==> src/rtl/rv32i_pkg.sv <==
// Shared constants and the debug handshake state type for the integer register file.
package rv32i_pkg;
  localparam int REG_ADDR_W = 5;
  localparam logic [REG_ADDR_W-1:0] REG_X0 = 5'd0;

  typedef enum logic [1:0] {
    DBG_IDLE,
    DBG_CAPT,
    DBG_ACK
  } dbg_state_t;
endpackage

==> src/rtl/rv32i_regfile_dbg.sv <==
// Four-phase debug read port: latches the address on request, captures one register,
// then holds the acknowledge until the requester drops its request.
module rv32i_regfile_dbg
  import rv32i_pkg::*;
#(
  parameter int XLEN = 32
) (
  input  logic                  clk,
  input  logic                  reset,
  input  logic                  dbg_req,
  input  logic [REG_ADDR_W-1:0] dbg_addr,
  output logic [REG_ADDR_W-1:0] rd_addr,
  input  logic [XLEN-1:0]       rd_data,
  output logic                  dbg_ack,
  output logic [XLEN-1:0]       dbg_data
);

  dbg_state_t            state_q, state_d;
  logic [REG_ADDR_W-1:0] addr_q;
  logic [XLEN-1:0]       data_q;

  always_ff @(posedge clk or negedge reset) begin
    if (!reset) begin
      state_q <= DBG_IDLE;
      addr_q  <= '0;
      data_q  <= '0;
    end else begin
      state_q <= state_d;
      if (state_q == DBG_IDLE && dbg_req) addr_q <= dbg_addr;
      if (state_q == DBG_CAPT) data_q <= rd_data;
    end
  end

  always_comb begin
    state_d = state_q;
    unique case (state_q)
      DBG_IDLE: if (dbg_req) state_d = DBG_CAPT;
      DBG_CAPT: state_d = DBG_ACK;
      DBG_ACK:  if (!dbg_req) state_d = DBG_IDLE;
      default:  state_d = DBG_IDLE;
    endcase
  end

  // Ack decoded from the state register so an async reset drops it immediately.
  assign dbg_ack  = (state_q == DBG_ACK);
  assign rd_addr  = addr_q;
  assign dbg_data = data_q;

endmodule

==> src/rtl/rv32i_regfile.sv <==
// 32 x XLEN integer register file: two combinational read ports with optional writeback
// forwarding, one write port, a debug read port and a committed-write counter.
module rv32i_regfile
  import rv32i_pkg::*;
#(
  parameter int XLEN   = 32,
  parameter int NREGS  = 32,
  parameter int BYPASS = 1,
  parameter int CNT_W  = 16
) (
  input  logic                  clk,
  input  logic                  reset,
  input  logic [REG_ADDR_W-1:0] rs1_reg,
  input  logic [REG_ADDR_W-1:0] rs2_reg,
  output logic [XLEN-1:0]       rs1_data,
  output logic [XLEN-1:0]       rs2_data,
  input  logic                  wb_en,
  input  logic [REG_ADDR_W-1:0] wb_reg,
  input  logic [XLEN-1:0]       wb_data,
  input  logic                  dbg_req,
  input  logic [REG_ADDR_W-1:0] dbg_addr,
  output logic                  dbg_ack,
  output logic [XLEN-1:0]       dbg_data,
  output logic [CNT_W-1:0]      wr_count
);

  logic [XLEN-1:0]       regs [NREGS];
  logic [CNT_W-1:0]      cnt_q;
  logic                  wr_en;
  logic [REG_ADDR_W-1:0] dbg_rd_addr;
  logic [XLEN-1:0]       dbg_rd_data;

  assign wr_en = wb_en && (wb_reg != REG_X0);

  always_ff @(posedge clk or negedge reset) begin
    if (!reset) begin
      for (int i = 0; i < NREGS; i++) regs[i] <= '0;
      cnt_q <= '0;
    end else if (wr_en) begin
      regs[wb_reg] <= wb_data;
      cnt_q        <= cnt_q + 1'b1;
    end
  end

  always_comb begin
    rs1_data = (rs1_reg == REG_X0) ? '0 : regs[rs1_reg];
    rs2_data = (rs2_reg == REG_X0) ? '0 : regs[rs2_reg];
    if (BYPASS != 0 && wr_en && wb_reg == rs1_reg) rs1_data = wb_data;
    if (BYPASS != 0 && wr_en && wb_reg == rs2_reg) rs2_data = wb_data;
  end

  // The debug capture always sees the value the register holds after this cycle.
  always_comb begin
    dbg_rd_data = (dbg_rd_addr == REG_X0) ? '0 : regs[dbg_rd_addr];
    if (wr_en && wb_reg == dbg_rd_addr) dbg_rd_data = wb_data;
  end

  rv32i_regfile_dbg #(
    .XLEN(XLEN)
  ) u_dbg (
    .clk     (clk),
    .reset   (reset),
    .dbg_req (dbg_req),
    .dbg_addr(dbg_addr),
    .rd_addr (dbg_rd_addr),
    .rd_data (dbg_rd_data),
    .dbg_ack (dbg_ack),
    .dbg_data(dbg_data)
  );

  assign wr_count = cnt_q;

endmodule
==> config.mk <==
export PLATFORM = sky130hd
export DESIGN_NAME = rv32i_regfile
export DESIGN_NICKNAME = d
export VERILOG_FILES = /design/src/rtl/rv32i_pkg.sv /design/src/rtl/rv32i_regfile_dbg.sv /design/src/rtl/rv32i_regfile.sv
export SDC_FILE = /design/constraint.sdc
export NUM_CORES = 2
export LEC_CHECK = 0
export CAP_MARGIN = 20
export CORE_AREA = 2 2 364 366
export CTS_CLUSTER_DIAMETER = 100
export DETAILED_ROUTE_END_ITERATION = 10
export DIE_AREA = 0 0 366 368
export GPL_TIMING_DRIVEN = 0
export PLACE_DENSITY = 0.66
export SETUP_SLACK_MARGIN = 0.05
export SLEW_MARGIN = 25
export SYNTH_ARGS = -nofsm -noshare
export SYNTH_HDL_FRONTEND = slang
export SYNTH_HIERARCHICAL = 1
export SYNTH_SLANG_ARGS = --single-unit
export TNS_END_PERCENT = 50
==> constraint.sdc <==
create_clock -name clk -period 3 [get_ports clk]
set_input_delay 0.45 -clock clk [delete_from_list [all_inputs] [get_ports clk]]
set_output_delay 0.45 -clock clk [all_outputs]
set_load 0.02 [all_outputs]
==> reports/metrics.cfg <==
[outcome]
status=finished with violations
violations=hold timing, setup timing

[pwr]
ir_drop_mv=0.6088
p_leak_nw=34.07
p_per_area_nw_per_um2=833.5

[cells_and_area]
most-common-layout-cells=dfrtp_1 (1077), mux2_2 (1062), mux4_2 (643)
area_delta_synth_final_pct=22.74
drive_gt1_share_pct=55.44
seqCellArea_um2=27000
layout_commonest_cell=dfrtp_1
multiInputGateArea_um2=37630
fillers=10190
layout.nets=5165
post-route-cell-area_um2=79830
final_util_pct=61.03

[job]
drv_cap=0

[drt]
wirelength_um=316600
wire_per_inst_um=45.39
ant_nets=0
dr_total_vias=53260
detail_route.drc_violations=0
drtIter0Drc=8327
dr.pass1.iters=6
via_per_inst=7.636

[logic_synthesis]
ys_seq_elements=1079
synthesis.area_um2=65040
synth_edf_count=0
yosys_warnings=6
ys_types=56
async_flop_share_pct=100.0
synthCells=4604
avgSynthCellArea_um2=14.13
syn-num-nets=4661
synth_flop_cell=dfrtp_1
ys_seq_area_share_pct=41.51

[timing]
hold-worst-slack_ns=-0.2849
relSlewSlack_pct=17.06
hold_violations=242
fin_ws_ns=-0.3645
fmax_mhz=297.2
grt_setup_unrepaired=true
final_period_minus_worst_setup_slack_ns=3.364
clock_skew_ns=0.03733
worstMarginPinSlew_ns=1.244
setup_viol=104
maxSlewViolCount=0
fin_crit_sh_pct=112.1

[place]
dp_hpwl_um=225200
io_buffers=163
routabilityCongestion=1.068
placed_area_um2=69330

[clocking]
cts_max_level=3
cts-root-buf=clkbuf_16
cts_sinks=1079
clk_latency_ns=0.79
clockBufferDepth=3
tritoncts=done
path_clk_slew_ns=0.07
cts_buffers=121
cts-hold-fix-buffers=3

[critical_path]
arrival_ns=2.91
crit_type=reg -> out
cp_max_fo=4
end_kind=output port
required_ns=2.55
crit_path_start_kind=flip-flop

[global_routing]
grt_start_max_net_pins=131
grt_pass1_vias=51240
grt_pass1_wl_um=427500
grt_overflow=0
grt.total_usage_pct=46.50
antenna_found_initial=21

[floorplan]
design.die.area_um2=134700
fp.dieH_um=368
rows=133
num_io_pins=169
core_um2=130800
start_util_pct=49.73
dieWidth_um=366

[hold_path]
hp-class=in -> async

path summary, 6_finish.rpt:
path | slack [ns] | startpoint | cells after the start | to
worst max-delay path | -0.36 | regs[77] | 5 | rs1_data[13]
worst min-delay path | -0.28 | reset | 2 | wr_count[0]
min in group clk | 0.29 | dbg_addr[2] | 2 | u_dbg/rd_addr[2]
worst max register to register | -0.21 | u_dbg/rd_addr[0] | 7 | u_dbg/dbg_data[15]
max in group asynchronous | 0.67 | reset | 6 | regs[251]
worst min register to register | 0.47 | wr_count[15] | 1 | wr_count[15]
power by group:
part | internal (mW) | total, mW | switching, mW
Combinational | 13.0 | 29.4 | 16.4
Sequential | 17.5 | 20.5 | 3.04
Clock | 9.90 | 16.6 | 6.69
flip-flops by register name (all words and copies together) (netlist names):
register / flops
u_dbg/rd_addr: 5
wr_count: 16
regs: 1024
u_dbg/dbg_data: 32
u_dbg/state_q: 2
metrics by stage:
stage	setup WS [ns]	std cells	hold slack [ns]	total power, mW	setup TNS (ns)
after floorplan	0.1534	4604	0.1544	34.65	0
after global placement	-48.77	6522	0.4620	44.83	-
after detailed placement	-2.662	6537	0.4004	45.26	-738.57
after CTS	-0.3629	6925	-0.2110	64.08	-8.428
after global routing	-0.3808	6956	-0.1995	67.35	-8.498
final	-0.3645	6975	-0.2849	66.54	-12.86
Yosys cell counts, drive strengths merged (2+ instances only):
master   count  area [um2]
nor2b       12       75.07
a22oi       32       240.2
a221o       11       110.1
or3b         3       26.28
nor2        91       341.6
and3         4       25.02
a221oi      44       385.4
a32o        80       800.8
or3          3       18.77
clkbuf     289        1085
nand2b       3       18.77
o31ai        7       52.55
or2          2       12.51
mux2      1105       12450
nor3b        5       42.54
o41ai        8       70.07
o22ai      143       894.6
nand4        4       25.02
mux2i      272        2723
and2         3       18.77
buf        254        1326
o21ai       42       210.2
dfrtp     1079       27000
a2bb2oi      5       43.79
nand3b      11       82.58
xor2        10       87.58
a211oi      40       300.3
o221ai      51       446.7
inv          3       11.26
xnor2       20       175.2
mux4       643       14480
a21oi       55       275.3
nand2      194       728.2
o211ai       5       37.54
nand3       48       240.2
nor3         9       50.05
kinds of logic after synthesis:
kind of cell    count (synthesis)  synth area share (%)
xor+xnor                       30                0.4040
mux                          2020                 45.59
buf+inv                       546                 3.724
compound gates                532                 6.064
simple gates                  396                 2.680
flops                        1079                 41.51
fa+ha+maj                       1               0.01923
routing by layer:
metal  vias to the layer above  track usage [%]  share of wire [%]
met5                         -                0              0.017
met4                         8            31.09                8.2
met3                      1282            24.16                 16
met2                      4930            61.57                 40
met1                     27820            58.84                 35
li1                      19220                -                  -
critical path, stage by stage (launching register included):
cell and delay [ns]:
dfrtp_1 0.41, mux4_2 0.47, mux2_4 0.32, a221o_2 0.46, a32o_2 0.35, buf_6 0.15
repair_timing:
item                                    4_1_cts  5_1_grt
cloned                                        8        0
gates resized for setup                    1359      194
pin swaps                                   140       81
setup buffers                               168       33
endpoints found under the setup margin      337       94
hold endpoints to repair                     82      242
area by class of cell:
class | instances | area share, %
clock buffer | 168 | 4.459
antenna | 20 | 0.06269
buffer | 535 | 5.729
timing repair buffer | 389 | 5.072
clock inverter | 47 | 0.9482
sequential | 1079 | 33.83
tap | 1755 | 2.751
inverter | 3 | 0.01881
multi-input combinational | 2979 | 47.13
No activity file was read; power rests on OpenSTA's default activity.
